### config.mk
export PLATFORM = sky130hd
export DESIGN_NAME = mips_program_loader
export DESIGN_NICKNAME = d
export VERILOG_FILES = /design/src/rtl/mips_loader_pkg.sv /design/src/rtl/mips_loader_word_assembler.sv /design/src/rtl/mips_program_loader.sv
export SDC_FILE = /design/constraint.sdc
export NUM_CORES = 1
export LEC_CHECK = 0
export CAP_MARGIN = 20
export CORE_UTILIZATION = 43
export DETAILED_ROUTE_END_ITERATION = 8
export PLACE_DENSITY = 0.88
export SETUP_SLACK_MARGIN = 0.1
export SYNTH_ARGS = -nofsm -noshare
export SYNTH_HDL_FRONTEND = slang
export SYNTH_SLANG_ARGS = --single-unit
export TNS_END_PERCENT = 5
### constraint.sdc
create_clock -name clk -period 1.6 [get_ports clk]
set_input_delay 0.32 -clock clk [delete_from_list [all_inputs] [get_ports clk]]
set_output_delay 0.32 -clock clk [all_outputs]
set_load 0.02 [all_outputs]
### src/rtl/mips_loader_pkg.sv
// Shared state encoding and constants for the MIPS program loader.
// The CHECK state exists only when LOADER_CHECKSUM_EN is defined.
package mips_loader_pkg;

    localparam int          DEFAULT_INST_MEM_SIZE = 64;
    localparam logic [31:0] HALT_WORD             = 32'hFFFF_FFFF;

    typedef enum logic [2:0] {
        IDLE      = 3'd0,
        WAIT_BYTE = 3'd1,
        ACK_BYTE  = 3'd2,
        WRITE     = 3'd3,
        FINISH    = 3'd4
`ifdef LOADER_CHECKSUM_EN
        ,
        CHECK     = 3'd5
`endif
    } loader_state_t;

endpackage

### src/rtl/mips_loader_word_assembler.sv
// Big-endian byte-to-word shift register with a 2-bit byte counter;
// o_word_complete flags that the most recent byte was the 4th of a word.
module mips_loader_word_assembler #(
    parameter int DATA_BITS = 8,
    parameter int NBITS     = 32
) (
    input  logic                 clk,
    input  logic                 reset,
    input  logic                 i_clear,
    input  logic [DATA_BITS-1:0] i_byte,
    input  logic                 i_byte_valid,
    output logic [NBITS-1:0]     o_word,
    output logic                 o_word_complete
);

    logic [1:0] byte_count;

    always_ff @(posedge clk) begin
        if (!reset) begin
            o_word          <= '0;
            byte_count      <= '0;
            o_word_complete <= 1'b0;
        end else if (i_clear) begin
            byte_count      <= '0;
            o_word_complete <= 1'b0;
        end else if (i_byte_valid) begin
            o_word          <= {o_word[NBITS-DATA_BITS-1:0], i_byte};
            byte_count      <= byte_count + 2'd1;
            o_word_complete <= (byte_count == 2'd3);
        end
    end

endmodule

### src/rtl/mips_program_loader.sv
// Loads a program from the UART into instruction memory, one 32-bit word per
// four bytes, until HALT_WORD. Optional trailing checksum byte: LOADER_CHECKSUM_EN.
module mips_program_loader
    import mips_loader_pkg::*;
#(
    parameter int  DATA_BITS     = 8,
    parameter int  NBITS         = 32,
    parameter int  INST_MEM_SIZE = DEFAULT_INST_MEM_SIZE,
    localparam int ADDR_BITS     = $clog2(INST_MEM_SIZE)
) (
    input  logic                 clk,
    input  logic                 reset,
    input  logic                 i_start,
    input  logic                 i_uart_rx_ready,
    input  logic [DATA_BITS-1:0] i_uart_rx_data,
    output logic                 o_uart_rx_reset,
    output logic                 o_imem_we,
    output logic [ADDR_BITS-1:0] o_imem_addr,
    output logic [NBITS-1:0]     o_imem_data,
    output logic                 o_busy,
    output logic                 o_done,
    output logic                 o_error,
    output logic [ADDR_BITS:0]   o_word_count
);

    localparam logic [ADDR_BITS-1:0] LAST_ADDR = ADDR_BITS'(INST_MEM_SIZE - 1);
    localparam logic [NBITS-1:0]     HALT      = NBITS'(HALT_WORD);

    loader_state_t          state_q, state_d;
    logic [ADDR_BITS-1:0]   addr_q;
    logic [ADDR_BITS:0]     word_count_q;
    logic                   error_q;
    logic [NBITS-1:0]       asm_word;
    logic                   word_complete;
    logic                   start_accept;
    logic                   byte_valid;
    logic                   is_halt;

    assign start_accept = (state_q == IDLE) && i_start;
    assign byte_valid   = (state_q == WAIT_BYTE) && i_uart_rx_ready;
    assign is_halt      = (asm_word == HALT);

    mips_loader_word_assembler #(
        .DATA_BITS (DATA_BITS),
        .NBITS     (NBITS)
    ) u_word_assembler (
        .clk             (clk),
        .reset           (reset),
        .i_clear         (start_accept),
        .i_byte          (i_uart_rx_data),
        .i_byte_valid    (byte_valid),
        .o_word          (asm_word),
        .o_word_complete (word_complete)
    );

`ifdef LOADER_CHECKSUM_EN
    logic [DATA_BITS-1:0] checksum_q;
    logic                 check_seen_q;

    // check_seen_q steers the shared ACK_BYTE state to FINISH after the checksum byte.
    always_ff @(posedge clk) begin
        if (!reset) begin
            checksum_q   <= '0;
            check_seen_q <= 1'b0;
        end else if (start_accept) begin
            checksum_q   <= '0;
            check_seen_q <= 1'b0;
        end else begin
            if (byte_valid)
                checksum_q <= checksum_q ^ i_uart_rx_data;
            if ((state_q == CHECK) && i_uart_rx_ready)
                check_seen_q <= 1'b1;
        end
    end
`endif

    always_ff @(posedge clk) begin
        if (!reset)
            state_q <= IDLE;
        else
            state_q <= state_d;
    end

    always_comb begin
        state_d = state_q;
        case (state_q)
            IDLE:      if (i_start) state_d = WAIT_BYTE;
            WAIT_BYTE: if (i_uart_rx_ready) state_d = ACK_BYTE;
            ACK_BYTE: begin
`ifdef LOADER_CHECKSUM_EN
                if (check_seen_q)
                    state_d = FINISH;
                else
`endif
                if (word_complete)
                    state_d = WRITE;
                else
                    state_d = WAIT_BYTE;
            end
            WRITE: begin
                if (is_halt)
`ifdef LOADER_CHECKSUM_EN
                    state_d = CHECK;
`else
                    state_d = FINISH;
`endif
                else if (addr_q == LAST_ADDR)
                    state_d = FINISH;
                else
                    state_d = WAIT_BYTE;
            end
`ifdef LOADER_CHECKSUM_EN
            CHECK:     if (i_uart_rx_ready) state_d = ACK_BYTE;
`endif
            FINISH:    state_d = IDLE;
            default:   state_d = IDLE;
        endcase
    end

    always_comb begin
        o_uart_rx_reset = 1'b0;
        o_imem_we       = 1'b0;
        o_busy          = 1'b1;
        o_done          = 1'b0;
        case (state_q)
            IDLE: begin
                o_uart_rx_reset = 1'b1;
                o_busy          = 1'b0;
            end
            ACK_BYTE: o_uart_rx_reset = 1'b1;
            WRITE:    o_imem_we       = 1'b1;
            FINISH:   o_done          = 1'b1;
            default:  ;
        endcase
    end

    // Address saturates at the last word so an overflowing load never wraps to 0.
    always_ff @(posedge clk) begin
        if (!reset) begin
            addr_q       <= '0;
            word_count_q <= '0;
            error_q      <= 1'b0;
        end else begin
            case (state_q)
                IDLE: begin
                    if (i_start) begin
                        addr_q       <= '0;
                        word_count_q <= '0;
                        error_q      <= 1'b0;
                    end
                end
                WRITE: begin
                    word_count_q <= word_count_q + 1'b1;
                    if (addr_q != LAST_ADDR)
                        addr_q <= addr_q + 1'b1;
                    else if (!is_halt)
                        error_q <= 1'b1;
                end
`ifdef LOADER_CHECKSUM_EN
                CHECK: begin
                    if (i_uart_rx_ready && (i_uart_rx_data != checksum_q))
                        error_q <= 1'b1;
                end
`endif
                default: ;
            endcase
        end
    end

    assign o_imem_addr  = addr_q;
    assign o_imem_data  = asm_word;
    assign o_error      = error_q;
    assign o_word_count = word_count_q;

endmodule

Word level (Yosys, flattened, before mapping)
Cells that the tools add are included.
{ "word_totals": {"word_cells": 55, "regBits": 52, "input_bits": 12} }
{ "classes": {"add_sub_neg": 3, "reduce_logical": 11, "mux": 19, "eq_ne": 13, "n_bitwise": 2} }
{ "op_table": {"columns": ["operator", "n"], "rows": [
  ["32-bit == test (second input constant)", 1],
  ["7-bit one-hot mux with 2 select lines", 1],
  ["3-bit 2-to-1 mux", 4],
  ["6-bit 2-to-1 mux", 2],
  ["3-bit one-hot mux with 4 select lines", 1],
  ["6-bit one-hot mux with 2 select lines", 1],
  ["2-bit != test (second input constant)", 5],
  ["7-bit by 1-bit adder with 7-bit output (second input constant)", 1],
  ["1-bit 2-to-1 mux", 7],
  ["7-bit 2-to-1 mux", 1],
  ["6-bit by 1-bit adder with 6-bit output (second input constant)", 1],
  ["3-bit by 2-bit == test with 1-bit output (second input constant)", 2],
  ["6-bit == test (second input constant)", 1],
  ["6-bit != test (second input constant)", 1],
  ["2-bit AND reduction", 3],
  ["4-bit AND reduction", 1],
  ["2-bit OR reduction", 2],
  ["3-bit by 1-bit == test with 1-bit output (second input constant)", 1],
  ["3-bit == test (second input constant)", 1],
  ["3-bit logical NOT", 1],
  ["3-bit AND reduction", 1],
  ["2-bit by 1-bit adder with 2-bit output (second input constant)", 1],
  ["2-bit == test (second input constant)", 1],
  ["1-bit logical AND", 2],
  ["other kinds (4)", 5]
]} }

Longest topological paths before layout
Gate-level depths: netlist of the first run.
{ "logic_depth": {"ltp_word": 4, "ltp_mapped": 7, "depth_no_buf": 5} }

Cells and area by module
A second synthesis of the first run with hierarchy kept.
{ "hier_totals": {"cells_unflattened": 238, "area_unflattened_um2": 2268.4} }
{ "modules_own_cells": {"columns": ["module", "n_inst", "seq_area_each_um2", "area_per_inst_um2", "cells_each"], "rows": [
  ["mips_loader_word_assembler", 1, 700.7, 1323.8, 124],
  ["mips_program_loader", 1, 340.3, 944.7, 114]
]} }

Worst setup path before layout of the first run
OpenSTA, ideal clock, no wires.
{ "synth_timing": {"kind": "reg-to-reg", "start": "register addr_q[0], in the netlist o_imem_addr[0]", "end": "register addr_q[3], in the netlist o_imem_addr[3]", "t_required_ps": 1541, "stages_incl_launch_ff": 6, "slack_ps": -106, "n_path_buf": 0, "arrival_time_ps": 1647, "path_cell_list": "dfxtp_1 > ha_1 > and3_1 > a31o_1 > or4_1 > nand2_1"} }
{ "synth_between": {"elab_chain_len": 3} }
{ "synth_lines": {"columns": ["element", "line", "rtl"], "rows": [
  ["start, declared", "mips_program_loader.sv:30", "logic [ADDR_BITS-1:0] addr_q;"],
  ["start signal, assigned", "mips_program_loader.sv:155", "addr_q <= addr_q + 1'b1;"],
  ["6-bit by 1-bit adder with 6-bit output or 6-bit != test (tied branches)", "mips_program_loader.sv:155, mips_program_loader.sv:154", null],
  ["6-bit 2-to-1 mux or 2-bit != test (tied branches)", null, null],
  ["6-bit one-hot mux with 2 select lines or 3-bit AND reduction (tied branches)", null, null]
]} }
Several ways; a longest one is shown, not always the timed one. The select of a mux whose other input is x is not followed.
A chain may end at the register's enable or synchronous reset.

Final worst setup path of the first run
{ "layout_timing": {"start": "register state_q[1]", "end": "register u_word_assembler.o_word[5]"} }
{ "layout_between": {"elab_chain_len": 4} }
{ "layout_lines": {"columns": ["element", "line", "rtl"], "rows": [
  ["start, declared", "mips_program_loader.sv:29", "loader_state_t state_q, state_d;"],
  ["start signal, assigned", "mips_program_loader.sv:81", "state_q <= state_d;"],
  ["3-bit logical NOT", "mips_program_loader.sv:39", "assign start_accept = (state_q == IDLE) && i_start;"],
  ["1-bit logical AND", "mips_program_loader.sv:39", null],
  ["1-bit inverter (no source line)", null, null],
  ["2-bit AND reduction (no source line) *", null, null],
  ["end signal, assigned", "mips_loader_word_assembler.sv:27", "o_word <= {o_word[NBITS-DATA_BITS-1:0], i_byte};"],
  ["end, declared", "mips_loader_word_assembler.sv:12", "output logic [NBITS-1:0] o_word,"]
]} }
Mark *: on every way between the ends. The rest lies on a longest branch, timed or not.

==> results.ini, run 1 <==
[run_status]
status=completed

[worst_setup_path]
worstPathArrival_ns=1.68
critPathMaxStageDelay_ns=0.37
crit_path_top_delay_cell=dfxtp_4
rr_worst_depth=6
crit_chain=buf_4 > nand3b_1 > or2_4 > clkbuf_16 > nand2_1 > a21boi_0
path_class=register to register
reg2reg_setup_slack_ns=0.11
cp_max_fo=17
worstReg2RegEnd=u_word_assembler.o_word[5]
r2r-start=state_q[1]
endpoint_kind=register
crit_required_ns=1.79
cp-start-kind=register

[floorplan]
num_rows=25
die-area_um2=5429
io_pins=62
initial_utilization=0.4557
coreArea_um2=4848
die_x_um=73.69
fp.dieH_um=73.69

[place]
routabilityCongestion=0.8318
place_hpwl_um=3672
place_area_um2=2969
port_buffers=61

[layout]
final_util=0.6361
area_delta_synth_final_pct=39.58
nets=344
drive_above_1_share=0.1364
stdcell_area_um2=3084
diodes=0

[grt]
grt_pass1_vias=1910
grt_overflow=0
grt_max_degree=36
antenna_found_initial=0
grtUsageTotal=0.2064
grt_first_pass_wirelength_um=8790

[pwr]
power_leakage_nw=1.311
p_per_area_nw_per_um2=756.4
ir_drop_mv=0.5214

[clock_network]
clk_latency_ns=0.30
cts_max_level=2
clock_path_buffers=2
cts.sinks=52
cts_buffers=5
clkSlewWorstSetupHoldPaths_ns=0.10
cts_root_buf=clkbuf_8
cts_tree=built
postCtsHoldBufs=0

[run]
maxCapViolCount=0

[timing]
finalCriticalPeriod_ns=1.488
drv_slew=0
slew_headroom=0.7956
setup_viol=0
hold_violations=0
rsz0062_at_grt=yes
fin_crit_sh=0.9299
fin_skew_ns=0.008723
worst_hold_slack_ns=0.4679
worst_slew_pin_slew_ns=0.3028
fin_tns_setup_ns=0
fmax_mhz=672.1

[synthesis]
postSynthNetCount=276
syn_inst=261
ys_warn_count=0
synth_area_leaders=dfxtp_1, nand2_1, a21boi_0
synth_cell_types=40
ys.flop_type=dfxtp_1
synthArstFlopShare=0
syn_avg_cell_area_um2=8.466
yosys-top-cells-count=nand2_1, dfxtp_1, a21boi_0
synth_area_um2=2210
yosysTopAreaCell=dfxtp_1
synth_edf_count=0
synth.most_common_cell=nand2_1
seq_area_frac_synth=0.4711
synth_top_cell_area_share=0.4711
ys_ff_latch=52

[drt]
antenna_left=0
wl_per_cell_um=13.56
drtPass1Iterations=4
routed_via_density=5.310
drc_errors=0
vias=2108
drt_iter0_drc=128
finalWirelength_um=5382

[min_path]
hold_class=register to register
hold_end=u_word_assembler.o_word_complete
worstHoldStart=u_word_assembler.o_word_complete
min_path_cells=2

[critical path: cells and delay by family, from the launching register on]
family	cells	cell delay [ns]
compound gates	1	0.08
buf+inv	2	0.32
simple gates	3	0.61
flops	1	0.37
[state kept, by name, summed over array words and instances, names as in the netlist]
signal / flops
o_error: 1
state_q: 3
u_word_assembler.o_word: 32
o_word_count: 7
u_word_assembler.byte_count: 2
o_imem_addr: 6
u_word_assembler.o_word_complete: 1
[area by class of cell]
type,count,area (um^2)
fillers,428,1764
multi-input cells,192,1126
flip-flops and latches,52,1060
repair buffers,76,718.2
well taps,67,83.83
clock buffers,5,68.82
clock inverters,3,20.02
inverters,2,7.507
[kinds of logic after synthesis]
| family | synth area share |
|---|---|
| simple gates | 0.2695 |
| flops | 0.4711 |
| xor+xnor | 0.007929 |
| buf+inv | 0.03963 |
| mux | 0.004530 |
| fa+ha+maj | 0.01699 |
| compound gates | 0.1903 |
[cells in the final DEF, fill, tap and decap left out, types with 3 or more instances in the layout]
master,netlist,layout
nand2_1,79,79
dlygate4sd2_1,0,48
dfxtp_1,52,45
a21boi_0,36,35
clkdlybuf4s50_1,0,10
nor2_1,9,9
nand4_1,9,9
buf_4,0,9
nand3_1,8,8
a21oi_1,6,6
o21ai_0,5,5
clkbuf_8,0,5
dfxtp_4,0,4
a31oi_1,3,3
or4_1,3,3
dfxtp_2,0,3
buf_2,7,3
buf_12,0,3
[where the power goes]
part           internal [W]  switching, W  total, W
Clock              0.000312      0.000435  0.000748
Combinational      0.000124      0.000132  0.000256
Sequential          0.00131     0.0000209   0.00133
Total               0.00174      0.000589   0.00233
[worst max path at each step]
| stage | from | cells after the start | end |
|---|---|---|---|
| 4_1_cts | state_q[0] | 2 | o_busy |
| 3_5_place_dp | i_start | 4 | o_imem_addr[0] |
| 3_3_place_gp | i_start | 4 | o_imem_addr[0] |
| 2_1_floorplan | state_q[0] | 5 | o_imem_addr[0] |
| 6_report | state_q[1] | 6 | u_word_assembler.o_word[5] |
| 5_1_grt | state_q[1] | 6 | u_word_assembler.o_word[16] |
[stage by stage]
step / setup WS (ns) / cells / total power, W
2_1_floorplan: 0.09495 / 261 / 0.001495
3_3_place_gp: -0.2531 / 385 / 0.001596
3_5_place_dp: -0.2631 / 385 / 0.001600
4_1_cts: 0.1031 / 393 / 0.002317
5_1_grt: 0.03672 / 397 / 0.002429
6_report: 0.1121 / 397 / 0.002333
[layer usage]
metal | track usage | part of all wire
met1 | 0.2659 | 0.44
met2 | 0.3456 | 0.49
met3 | 0.04527 | 0.059
met4 | 0.05983 | 0.011
met5 | 0 | 0
[repair_timing]
action / CTS / global route
resized for setup: 66 / 10
hold endpoints to repair: 0 / 0
buffers inserted: 0 / 2
pin swaps: 1 / 1
cloned: 0 / 2
endpoints found under the setup margin: 64 / 42
Power figures use the tool's default switching activity.
==> inputs of run 2 (changes only) <==
Clock period 1.6 ns to 1.31 ns, I/O delays scaled along.
==> run 2 against run 1 <==
The run now ends with negative setup slack left. Clock skew fell by 0.0022 ns. First-iteration DRC count rose by 27%. Critical path depth fell by 1. Power rose by 32%. Critical path type unchanged. Largest cell class unchanged.
==> results.ini, run 2 (synthesis results as in run 1) <==
[floorplan]
fp.dieH_um=73.69  ; unchanged
initial_utilization=0.4557  ; unchanged
die-area_um2=5429  ; unchanged
io_pins=62  ; unchanged
coreArea_um2=4848  ; unchanged
num_rows=25  ; unchanged
die_x_um=73.69  ; unchanged

[timing]
drv_slew=0  ; unchanged
slew_headroom=0.8211  ; was 0.7956
worst_slew_pin_slew_ns=0.2642  ; was 0.3028 ns
finalCriticalPeriod_ns=1.486  ; was 1.488 ns
rsz0062_at_grt=yes  ; unchanged
worst_hold_slack_ns=0.4681  ; was 0.4679 ns
fmax_mhz=672.7  ; was 672.1 MHz
fin_skew_ns=0.006478  ; was 0.008723 ns
setup_viol=24  ; was 0
hold_violations=0  ; unchanged
fin_crit_sh=1.135  ; was 0.9299
layout_setup_ws_ns=-0.1764  ; was 0.1121 ns

[worst_setup_path]
critPathMaxStageDelay_ns=0.42  ; was 0.37 ns
crit_required_ns=1.56  ; was 1.79 ns
crit_path_top_delay_cell=or4_4  ; was dfxtp_4
path_class=register to register  ; unchanged
worstPathArrival_ns=1.73  ; was 1.68 ns
endpoint_kind=register  ; unchanged
r2r-start=state_q[2]  ; was state_q[1]
crit_buf_inv=1  ; was 2
startpoint=state_q[2]  ; was state_q[1]
cp-start-kind=register  ; unchanged
cp_top_family=simple AND/OR/NAND/NOR gates  ; unchanged
cp_max_fo=9  ; was 17
crit_chain=nand3b_4 > buf_6 > a31o_4 > or4_4 > nand2_2  ; was buf_4 > nand3b_1 > or2_4 > clkbuf_16 > nand2_1 > a21boi_0

[pwr]
ir_drop_mv=0.6362  ; was 0.5214 mV
power_leakage_nw=1.381  ; was 1.311 nW
p_per_area_nw_per_um2=918.6  ; was 756.4 nW/um^2
fin_total_pwr_w=0.003070  ; was 0.002333 W

[run]
maxCapViolCount=0  ; unchanged

[layout]
largest_reg_flops=32  ; unchanged
diodes=0  ; unchanged
regMostFlops=u_word_assembler.o_word  ; unchanged
area_delta_synth_final_pct=51.25  ; was 39.58%
final_common_cell=nand2_1  ; unchanged
drive_above_1_share=0.4050  ; was 0.1364
fillers=389  ; was 428
nets=377  ; was 344
final_cell_mix=nand2_1, buf_4, buf_2  ; was nand2_1, dlygate4sd2_1, dfxtp_1

[place]
port_buffers=61  ; unchanged
place_hpwl_um=4139  ; was 3672 um
routabilityCongestion=0.8205  ; was 0.8318

[grt]
grt_overflow=0  ; unchanged
antenna_found_initial=0  ; unchanged
grt_first_pass_wirelength_um=9846  ; was 8790 um
grtUsageTotal=0.2375  ; was 0.2064
grt_max_degree=33  ; was 36
grt_pass1_vias=2136  ; was 1910

[drt]
vias=2255  ; was 2108
drt_iter0_drc=163  ; was 128
routed_via_density=5.244  ; was 5.310
finalWirelength_um=6244  ; was 5382 um
wl_per_cell_um=14.52  ; was 13.56 um
antenna_left=0  ; unchanged
drtPass1Iterations=4  ; unchanged
drc_errors=0  ; unchanged

[run_status]
status=finished, violations left  ; was completed
violations=negative setup slack

[clock_network]
clk_latency_ns=0.30  ; about the same
cts_max_level=2  ; unchanged
cts_root_buf=clkbuf_8  ; unchanged
postCtsHoldBufs=0  ; unchanged
cts_buffers=5  ; unchanged
cts.sinks=52  ; unchanged
clkSlewWorstSetupHoldPaths_ns=0.09  ; was 0.10 ns
clock_path_buffers=2  ; unchanged
cts_tree=built  ; unchanged

[min_path]
worstHoldStart=u_word_assembler.byte_count[1]  ; was u_word_assembler.o_word_complete
hold_class=register to register  ; unchanged

-- run 2: changes by cell type in the layout (fill, tap and decap cells not counted), moves of 3 or more --
cell             before  now
a21boi_0             35   28
clkdlybuf4s15_2       0    4
dlygate4sd2_1        48    1
buf_6                 0    8
nand3_2               0    3
dfxtp_2               3   12
buf_4                 9   40
nand3_1               8    5
dfxtp_1              45   34
a21boi_1              1    7
buf_2                 3   37
-- run 2: path summary, 6_finish.rpt --
check / cells after the start / endpoint / slack [ns]
setup / recovery: 5 / o_imem_addr[3] / -0.18
hold / removal: 2 / u_word_assembler.byte_count[1] / 0.47
setup reg to reg: 5 / o_imem_addr[3] / -0.18
hold reg to reg: 2 / u_word_assembler.byte_count[1] / 0.47
-- run 2: cell type report --
cell class                      instances  area (um^2)  share of cell area
Tap cell                               67        83.83             0.02508
Clock buffer                            6        72.57             0.02171
Sequential cell                        52         1079              0.3227
Clock inverter                          2        35.03             0.01048
Multi-Input combinational cell        193         1217              0.3643
Timing Repair Buffer                  108        847.1              0.2535
Inverter                                2        7.507            0.002246
-- run 2: through the flow --
step	instances	cell area [um^2]	util	setup TNS [ns]	setup slack, ns
floorplan	261	2240	-	-3.594	-0.1949
global placement	418	3247	0.6697	-18.06	-0.4782
detailed placement	418	3247	0.6697	-18.52	-0.4935
CTS	428	3379	0.6970	-1.067	-0.1665
global route	430	3342	0.6893	-4.173	-0.2051
finish	430	3342	0.6893	-1.453	-0.1764
-- run 2: layer usage --
metal,global-route usage,part of all wire,up-vias
li1,-,-,1115
met1,0.3040,0.45,1046
met2,0.3925,0.49,84
met3,0.05350,0.052,10
met4,0.08333,0.016,0
met5,0,0,-
-- run 2: what timing repair did --
item,in CTS,in global routing
gates resized for setup,225,37
pin swaps,14,5
endpoints found under the hold margin,0,0
setup endpoints to repair,101,86
setup buffers,1,2
cloned,1,0
-- run 2: where the power goes --
part	internal [W]	switching (W)
registers	0.00159	0.0000238
clock network	0.000568	0.000513
logic	0.000192	0.000181
-- run 2: worst min-delay path: cells and delay by family (launching register included) --
| family | cells | cell delay [ns] |
|---|---|---|
| AOI/OAI and AO/OA | 1 | 0.05 |
| DFF | 1 | 0.32 |
| and+or+nand+nor | 1 | 0.05 |
